## config.mk

```make
export PLATFORM = sky130hd
export DESIGN_NAME = brush_scheduler
export DESIGN_NICKNAME = d
export VERILOG_FILES = /design/src/rtl/paint_pkg.sv /design/src/rtl/brush_fifo.sv /design/src/rtl/brush_scheduler.sv
export SDC_FILE = /design/constraint.sdc
export NUM_CORES = 1
export LEC_CHECK = 0
export ABC_AREA = 1
export CORE_ASPECT_RATIO = 0.8
export CORE_UTILIZATION = 45
export CTS_BUF_LIST = sky130_fd_sc_hd__clkbuf_4
export DETAILED_ROUTE_END_ITERATION = 6
export HOLD_SLACK_MARGIN = 0.1
export PLACE_DENSITY = 0.59
export SLEW_MARGIN = 20
export SYNTH_ARGS = -nofsm -noshare
export SYNTH_HDL_FRONTEND = slang
export SYNTH_SLANG_ARGS = --single-unit
```

## constraint.sdc

```tcl
create_clock -name clk -period 3.37 [get_ports clk]
set_input_delay 0.674 -clock clk [delete_from_list [all_inputs] [get_ports clk]]
set_output_delay 0.674 -clock clk [all_outputs]
set_load 0.02 [all_outputs]
```

## src/rtl/paint_pkg.sv

```systemverilog
// Shared types and constants for the brush painting path.
package paint_pkg;

  typedef logic [7:0] coord_t;
  typedef logic [2:0] color_t;

  typedef struct packed {
    color_t color;
    coord_t x;
    coord_t y;
  } brush_entry_t;

  localparam color_t COLOR_CLEAR = 3'b000;
  localparam color_t COLOR_RESET = 3'b111;

  typedef enum logic [1:0] {IDLE, LOAD, PAINT, CLEAR} sched_state_t;

endpackage

```

## src/rtl/brush_fifo.sv

```systemverilog
// Brush-point queue: synchronous FIFO of brush_entry_t with flush.
module brush_fifo
  import paint_pkg::*;
#(
  parameter int unsigned FIFO_DEPTH = 4
) (
  input  logic         clk,
  input  logic         reset,
  input  logic         push,
  input  logic         pop,
  input  logic         flush,
  input  brush_entry_t din,
  output brush_entry_t dout,
  output logic         full,
  output logic         empty
);

  localparam int unsigned AW = $clog2(FIFO_DEPTH);
  localparam int unsigned CW = AW + 1;

  brush_entry_t  mem [FIFO_DEPTH];
  logic [AW-1:0] rd_ptr, wr_ptr;
  logic [CW-1:0] count;
  logic          do_push, do_pop;

  assign full    = (count == CW'(FIFO_DEPTH));
  assign empty   = (count == '0);
  assign do_pop  = pop & ~empty;
  // A full queue still accepts a push when the same cycle pops.
  assign do_push = push & (~full | do_pop);
  assign dout    = mem[rd_ptr];

  always_ff @(posedge clk or negedge reset) begin
    if (!reset) begin
      rd_ptr <= '0;
      wr_ptr <= '0;
      count  <= '0;
    end else if (flush) begin
      // A push coinciding with the flush survives as the sole entry.
      rd_ptr <= '0;
      wr_ptr <= push ? AW'(1) : '0;
      count  <= push ? CW'(1) : '0;
    end else begin
      if (do_push) wr_ptr <= wr_ptr + AW'(1);
      if (do_pop)  rd_ptr <= rd_ptr + AW'(1);
      count <= count + CW'(do_push) - CW'(do_pop);
    end
  end

  always_ff @(posedge clk) begin
    if (flush) begin
      if (push) mem[0] <= din;
    end else if (do_push) begin
      mem[wr_ptr] <= din;
    end
  end

endmodule

```

## src/rtl/brush_scheduler.sv

```systemverilog
// Expands queued brush points into pixel stamps and runs clear-screen sweeps.
// Define BRUSH_ROUND_EN to drop the four stamp corners (rounded brush).
module brush_scheduler
  import paint_pkg::*;
#(
  parameter int unsigned FIFO_DEPTH = 4,
  parameter int unsigned BRUSH_SIZE = 3,
  parameter int unsigned X_MAX      = 159,
  parameter int unsigned Y_MAX      = 119
) (
  input  logic       clk,
  input  logic       reset,
  input  logic       brushUpdate,
  input  logic [7:0] x,
  input  logic [7:0] y,
  input  logic       colorUpdate,
  input  logic [2:0] newColor,
  input  logic       clearReq,
  input  logic       fbGnt,
  output logic       fbReq,
  output logic       fbWe,
  output logic [7:0] fbX,
  output logic [7:0] fbY,
  output logic [2:0] fbData,
  output logic       busy,
  output logic       overflow
);

  localparam int unsigned     R  = (BRUSH_SIZE - 1) / 2;
  localparam logic signed [8:0] RS = 9'(R);
  localparam logic signed [8:0] XM = 9'(X_MAX);
  localparam logic signed [8:0] YM = 9'(Y_MAX);

  sched_state_t      state, state_nx;
  color_t            cur_color;
  brush_entry_t      stroke, fifo_din, fifo_dout;
  logic              fifo_full, fifo_empty, fifo_pop, fifo_flush;
  logic              clear_pending;
  logic signed [8:0] dx, dy, tx, ty;
  coord_t            clr_x, clr_y;
  logic              in_range, corner, advance, last_off, last_clr;

  assign fifo_din = '{color: (colorUpdate ? newColor : cur_color), x: x, y: y};

  brush_fifo #(.FIFO_DEPTH(FIFO_DEPTH)) u_fifo (
    .clk   (clk),
    .reset (reset),
    .push  (brushUpdate),
    .pop   (fifo_pop),
    .flush (fifo_flush),
    .din   (fifo_din),
    .dout  (fifo_dout),
    .full  (fifo_full),
    .empty (fifo_empty)
  );

  assign tx       = $signed({1'b0, stroke.x}) + dx;
  assign ty       = $signed({1'b0, stroke.y}) + dy;
  assign in_range = (tx >= 9'sd0) && (tx <= XM) && (ty >= 9'sd0) && (ty <= YM);
  assign last_off = (dx == RS) && (dy == RS);
  assign last_clr = (clr_x == coord_t'(X_MAX)) && (clr_y == coord_t'(Y_MAX));

`ifdef BRUSH_ROUND_EN
  assign corner = (R > 0) && ((dx == RS) || (dx == -RS)) && ((dy == RS) || (dy == -RS));
`else
  assign corner = 1'b0;
`endif

  assign fbWe = fbReq & fbGnt;
  assign busy = (state != IDLE) | ~fifo_empty | clear_pending;

  always_ff @(posedge clk or negedge reset) begin
    if (!reset) state <= IDLE;
    else        state <= state_nx;
  end

  always_comb begin
    state_nx   = state;
    fifo_pop   = 1'b0;
    fifo_flush = 1'b0;
    advance    = 1'b0;
    fbReq      = 1'b0;
    fbX        = '0;
    fbY        = '0;
    fbData     = '0;
    unique case (state)
      IDLE: begin
        if (clear_pending) begin
          fifo_flush = 1'b1;
          state_nx   = CLEAR;
        end else if (!fifo_empty) begin
          fifo_pop = 1'b1;
          state_nx = LOAD;
        end
      end
      LOAD: state_nx = PAINT;
      PAINT: begin
        if (in_range && !corner) begin
          fbReq  = 1'b1;
          fbX    = tx[7:0];
          fbY    = ty[7:0];
          fbData = stroke.color;
        end
        advance = ~fbReq | fbGnt;
        if (advance && last_off) state_nx = IDLE;
      end
      CLEAR: begin
        fbReq   = 1'b1;
        fbX     = clr_x;
        fbY     = clr_y;
        fbData  = COLOR_CLEAR;
        advance = fbGnt;
        if (fbGnt && last_clr) state_nx = IDLE;
      end
      default: state_nx = IDLE;
    endcase
  end

  always_ff @(posedge clk or negedge reset) begin
    if (!reset) begin
      cur_color     <= COLOR_RESET;
      clear_pending <= 1'b0;
      overflow      <= 1'b0;
      stroke        <= '0;
      dx            <= '0;
      dy            <= '0;
      clr_x         <= '0;
      clr_y         <= '0;
    end else begin
      if (colorUpdate) cur_color <= newColor;
      if (clearReq)        clear_pending <= 1'b1;
      else if (fifo_flush) clear_pending <= 1'b0;
      if (brushUpdate && fifo_full && !fifo_pop) overflow <= 1'b1;
      if (fifo_pop) stroke <= fifo_dout;
      if (state == LOAD) begin
        dx <= -RS;
        dy <= -RS;
      end else if (state == PAINT && advance) begin
        if (dx == RS) begin
          dx <= -RS;
          dy <= dy + 9'sd1;
        end else begin
          dx <= dx + 9'sd1;
        end
      end
      if (fifo_flush) begin
        clr_x <= '0;
        clr_y <= '0;
      end else if (state == CLEAR && advance) begin
        if (clr_x == coord_t'(X_MAX)) begin
          clr_x <= '0;
          clr_y <= clr_y + 8'd1;
        end else begin
          clr_x <= clr_x + 8'd1;
        end
      end
    end
  end

endmodule

```

==> results.toml, run 1 <==
[timing]
fin_crit_ps = 3550
post-route-period-util_pct = 105
worstMarginPinSlew_ps = 1060
holdWs_ps = 290
finClkSkew_ps = 18.4
slew_headroom_pct = 29.3
setup_viol = 20
hold_viol_final = 0
grt_setup_unrepaired = "true"
maxSlewViolCount = 0
fmax_mhz = 282
fin_ws_ps = -180

[clocking]
cts_buffers = 17
cts_tree = "yes"
clk_latency_ps = 550
htreeDepth = 4
max-clock-path-buffers = 2
clkTransAtPathRegs_ps = 140
cts-root-buf = "clkbuf_4"
cts_sinks = 143
cts_hold_buf = 0

[synth]
yosys-top-cells-count = "nand2_1, nor2_1, inv_1"
ys_seq_area_share_pct = 54.3
synth_top_flop_cell = "edfxtp_1"
synth_area_per_cell_sq_um = 9.14
synth.distinct_cells = 43
syn-num-nets = 851
synthTopCellsByArea = "edfxtp_1, dfrtp_1, nand2_1"
synth_top_cell_by_area = "edfxtp_1"
ys_ff_latch = 143
synthCells = 799
synth_top_area_share_pct = 31.3
synth_edf_count = 76
synth.most_common_cell = "nand2_1"
netlist_area_sq_um = 7300
async_flop_share_pct = 46.9
yosysWarnings = 0

[pwr]
vdd.ir_drop.worst_mv = 0.265
power.share.sequential_pct = 56.4
cellLeakagePower_nw = 3.87
p_comb_share_pct = 17.6
swShare_pct = 31.1
pwr-share-clk_pct = 25.9
switchingPower_mw = 1.23
powerDensity_nw_per_um2 = 446
p_int_mw = 2.72

[floorplanning]
io_pins = 48
num_rows = 41
start_util_pct = 46.2
core_area_sq_um = 15800
die-area_sq_um = 16700
die_w_microns = 144
dieHeight_microns = 116

[grt]
grt_max_degree = 68
grt_use_total_pct = 22.4
grt_pass1_wl_microns = 28300
grt-ovfl-total = 0
first_global_vias = 5718
antenna_found_initial = 0

[min_path]
hold_path_class = "input pin to asynchronous set/reset pin"

[place]
globalplace.congestion = 0.883
dp.cells = 1094
io_buffers = 47
place_hpwl_microns = 12000

[route]
drc = 0
drtPass1Iterations = 5
drt_iter0_markers = 355
via_count = 5852
via_per_inst = 5.17
routed_wl_microns = 17200
wl_per_cell_microns = 15.2
drtAntennaViolNets = 0

[flow_run]
drv_cap = 0

[final_layout]
antenna_cells = 0
final_nets = 955
drive_gt1_share_pct = 22.4
syn_to_final_growth_pct = 21.5
finalNonFillerCells = 1131

[status]
violations = "setup timing"
status = "finished with violations"

[worst_setup_path]
path_cells = "ha_4 > fa_2 > nand3_2 > nand3_2 > nand2_2 > nand2_1 > nand2_1 > nand2_1 > nor2_1 > nand2_1 > nor2_2 > nand3_4 > buf_4 > o21ai_4 > buf_6"
arrival_ps = 2880
critPathMaxFanout = 5
cp_slowest_cell = "dfrtp_1"
r2r_start = "state[0]$_DFFE_PN0P_"
cp-startpoint = "stroke[0]$_DFFE_PN0P_"
worst-path-buf-inv = 2
critical_path_class = "register to primary output"
cp.required_ps = 2700
slowest_delay_ps = 450
end_kind = "primary output"
cpMostUsedCell = "nand2_1"
startpoint_type = "register"
critPathTopFamily = "simple AND/OR/NAND/NOR gates"
[placed cells by master, fill, tap and decap left out, types with 7 or more instances in the layout]
cell / netlist / layout
buf_6: 2 / 17
clkdlybuf4s50_1: 0 / 26
inv_1: 87 / 86
nand2_1: 148 / 142
nand3_1: 30 / 27
nor3_1: 17 / 16
nand4_1: 17 / 17
nor4_1: 8 / 8
nor2_1: 120 / 118
clkbuf_4: 0 / 17
buf_4: 0 / 64
nand2_2: 9 / 14
or2_2: 7 / 7
o21ai_2: 8 / 12
a21oi_1: 17 / 14
a31oi_1: 17 / 17
dfrtp_1: 64 / 62
ha_1: 24 / 21
edfxtp_1: 76 / 76
nand3_2: 12 / 14
o21ai_0: 60 / 53
[sequential cells by signal, summed over array words and instances (netlist names), 3 cells and up]
name / cells
clr_x: 8
clr_y: 8
cur_color: 3
dx: 9
dy: 9
stroke: 19
u_fifo.count: 3
u_fifo.mem: 76
[path summary, 6_finish.rpt]
path,slack [ps],end,cells past startpoint
hold / removal,290,clr_y[7]$_DFFE_PN0P_,2
min in group clk,470,clr_x[4]$_DFFE_PN0P_,1
setup reg to reg,660,clr_y[6]$_DFFE_PN0P_,10
max in group asynchronous,2410,stroke[5]$_DFFE_PN0P_,2
hold reg to reg,470,clr_x[4]$_DFFE_PN0P_,1
setup / recovery,-180,fbX[3],15
[timing repair]
| item | in CTS | in global routing |
|---|---|---|
| endpoints found under the setup margin | 20 | 20 |
| gates cloned | 0 | 0 |
| resized for setup | 153 | 21 |
| pin swaps | 8 | 9 |
| buffers inserted | 1 | 4 |
[cell families after synthesis]
kind of cell | Yosys count | synth area share [%]
multiplexers | 3 | 0.463
AO/OA/AOI/OAI | 121 | 9.53
buffers and inverters | 117 | 6.27
adder cells (fa/ha/maj) | 27 | 4.94
XOR/XNOR | 9 | 1.08
AND/OR/NAND/NOR | 379 | 23.4
flip-flops | 143 | 54.3
[routing by layer]
metal  share of wire (%)  up-vias  GRT usage [%]
li1                    -     2904              -
met1                  47     2795           29.8
met2                  47      132           36.8
met3                 4.4       21           4.75
met4                 1.4        0           6.81
met5                   0        -              0
[per-stage QoR]
| stage | setup slack (ps) | power [mW] | cell area (sq um) | util [%] | setup TNS [ps] |
|---|---|---|---|---|---|
| 2_1_floorplan | 310 | 2.64 | 7300 | - | 0 |
| 3_3_place_gp | -170 | 2.91 | 8360 | 52.9 | -1870 |
| 3_5_place_dp | -271 | 2.94 | 8360 | 52.9 | -3620 |
| 4_1_cts | -204 | 3.98 | 8750 | 55.4 | -3550 |
| 5_1_grt | -361 | 4.16 | 8870 | 56.2 | -6530 |
| 6_report | -180 | 3.95 | 8870 | 56.2 | -2680 |
[area by class of cell]
type | count | area (sq um)
Tap cell | 215 | 269
Clock inverter | 15 | 129
Timing Repair Buffer | 109 | 952
Multi-Input combinational cell | 539 | 3080
Clock buffer | 17 | 128
Sequential cell | 143 | 3970
Inverter | 93 | 354
Fill cell | 1410 | 6930
[power by group through the flow]
| stage | logic [mW] | registers, mW | clock network, mW |
|---|---|---|---|
| 2_1_floorplan | 0.387 | 2.26 | 0 |
| 3_3_place_gp | 0.651 | 2.26 | 0 |
| 3_5_place_dp | 0.670 | 2.27 | 0 |
| 4_1_cts | 0.700 | 2.23 | 1.05 |
| 5_1_grt | 0.783 | 2.25 | 1.13 |
| 6_report | 0.698 | 2.23 | 1.03 |
(Power assumes the default switching activity.)
==> run 2: changes to the inputs <==
--- a/config.mk
+++ b/config.mk
@@ -12,7 +12,6 @@
 export DETAILED_ROUTE_END_ITERATION = 6
 export HOLD_SLACK_MARGIN = 0.1
 export PLACE_DENSITY = 0.59
-export SLEW_MARGIN = 20
 export SYNTH_ARGS = -nofsm -noshare
 export SYNTH_HDL_FRONTEND = slang
 export SYNTH_SLANG_ARGS = --single-unit
==> results of run 2 <==
Final layout, timing and power as in run 1 (identical DEF).
==> run 3: changes to the inputs <==
--- a/config.mk
+++ b/config.mk
@@ -11,7 +11,7 @@
 export CTS_BUF_LIST = sky130_fd_sc_hd__clkbuf_4
 export DETAILED_ROUTE_END_ITERATION = 6
 export HOLD_SLACK_MARGIN = 0.1
-export PLACE_DENSITY = 0.59
+export PLACE_DENSITY = 0.62
 export SYNTH_ARGS = -nofsm -noshare
 export SYNTH_HDL_FRONTEND = slang
 export SYNTH_SLANG_ARGS = --single-unit
==> results.toml, run 3 (synthesis gave the netlist of run 1 again) <==
[route]
drtPass1Iterations = 5
wl_per_cell_microns = 15.3
via_per_inst = 5.17
drtAntennaViolNets = 0
drc = 0
via_count = 5827
drt_iter0_markers = 364
routed_wl_microns = 17200

[final_layout]
layout_common_cells = "nand2_1, nor2_1, inv_1"
fin_area_sq_um = 8820
antenna_cells = 0
drive_gt1_share_pct = 21.5
final_nets = 950
finish.utilization_pct = 55.8
largest_reg_flops = 76
mostFrequentLayoutCell = "nand2_1"
top_register = "u_fifo.mem"
finalNonFillerCells = 1126
largestRegisters = "u_fifo.mem (76), stroke (19)"
syn_to_final_growth_pct = 20.8

[worst_setup_path]
worst-path-buf-inv = 2
r2r_start = "stroke[3]$_DFFE_PN0P_"
startpoint_type = "register"
critPathTopFamily = "simple AND/OR/NAND/NOR gates"
r2r_end = "dy[0]$_DFFE_PN0P_"
worstRegToRegCells = 17
cpMostUsedCell = "nand2_1"
cp_slowest_cell = "dfrtp_1"
slowest_delay_ps = 410
path_cells = "ha_2 > fa_2 > nand3_2 > nand3_2 > nand2_2 > nand2_1 > nand2_1 > nand2_1 > nor2_2 > nand2_2 > nor2_4 > nand3_4 > buf_8 > o22ai_2 > buf_6"
critPathMaxFanout = 8
r2r_slack_ps = 720
end_kind = "primary output"
cp.required_ps = 2700
critical_path_class = "register to primary output"
arrival_ps = 2770

[clocking]
cts_buffers = 17
cts-root-buf = "clkbuf_4"
htreeDepth = 4
cts_tree = "yes"
max-clock-path-buffers = 2
clkTransAtPathRegs_ps = 160
cts_sinks = 143
clk_latency_ps = 560

[place]
globalplace.congestion = 0.925
dp.cells = 1089
place_hpwl_microns = 12000
dp_slack_ps = -225
place_area_sq_um = 8340
io_buffers = 47

[timing]
grt_setup_unrepaired = "true"
maxSlewViolCount = 0
hold_viol_final = 0
worstMarginPinSlew_ps = 1080
fin_crit_ps = 3450
fmax_mhz = 290
finClkSkew_ps = 22.0
post-route-period-util_pct = 102
finalSetupTns_ps = -1110
fin_ws_ps = -77.5
holdWs_ps = 173
setup_viol = 20
slew_headroom_pct = 27.6

[grt]
grt_use_total_pct = 22.4
grt_max_degree = 41
first_global_vias = 5715
antenna_found_initial = 0
grt-ovfl-total = 0
grt_pass1_wl_microns = 28100

[status]
status = "finished with violations"
violations = "setup timing"

[floorplanning]
num_rows = 41
die_w_microns = 144
die-area_sq_um = 16700
start_util_pct = 46.2
dieHeight_microns = 116
core_area_sq_um = 15800
io_pins = 48

[pwr]
power_mw = 4.00
powerDensity_nw_per_um2 = 453
cellLeakagePower_nw = 3.82
vdd.ir_drop.worst_mv = 0.350

[flow_run]
drv_cap = 0

[min_path]
hold_path_class = "input pin to asynchronous set/reset pin"
[run 3: cell types whose count changed in the layout (fill, tap and decap cells not counted), sizes merged]
cell      change
clkinvlp      +1
buf           -5
inv           +1
clkinv        -2
[run 3: worst max path at each step]
stage,startpoint,slack [ps],cells past startpoint,end
after detailed placement,stroke[0]$_DFFE_PN0P_,-220,16,fbY[0]
after global placement,stroke[0]$_DFFE_PN0P_,-170,15,fbX[4]
after global routing,stroke[0]$_DFFE_PN0P_,-310,15,fbWe
after CTS,stroke[0]$_DFFE_PN0P_,-170,15,fbX[5]
final,stroke[0]$_DFFE_PN0P_,-80,15,fbX[6]
after floorplan,dy[0]$_DFFE_PN0P_,310,14,fbX[2]
[run 3: layer usage]
layer	up-vias	wire (microns)	global-route usage, %
met5	-	0	0
met4	0	159	6.39
met3	13	974	5.45
met2	167	7950	36.3
met1	2761	8150	30.0
li1	2886	-	-
[run 3: layout make-up]
cell class                 count  area, sq um
timing repair buffer         104          905
tap                          215          269
fill                        1433         6980
inverter                      93          352
sequential                   143         3960
clock buffer                  17          128
clock inverter                15          146
multi-input combinational    539         3060
[run 3: power breakdown]
| part | internal (mW) | leakage [nW] | switching (mW) |
|---|---|---|---|
| Clock | 0.329 | 0.143 | 0.742 |
| Sequential | 2.14 | 1.57 | 0.0906 |
| Combinational | 0.256 | 2.11 | 0.436 |
[run 3: worst reg2reg max path, stage by stage (launching register included)]
cell	delay, ps
dfrtp_1	480
ha_2	430
nand2_1	90
inv_1	70
nand3_1	100
nand3_1	90
nand2_1	60
nand2_1	100
nand3_2	110
nand2_2	100
nor2_4	40
buf_4	130
nand3_2	60
nand2_2	80
nand2_4	190
buf_4	280
nand3_2	80
nand2_1	90
[run 3: timing repair]
action,in CTS,in global routing
resized for setup,150,8
setup buffers,5,0
endpoints found under the setup margin,20,20
hold buffers,0,0
pin swaps,10,4
hold endpoints to repair,0,0
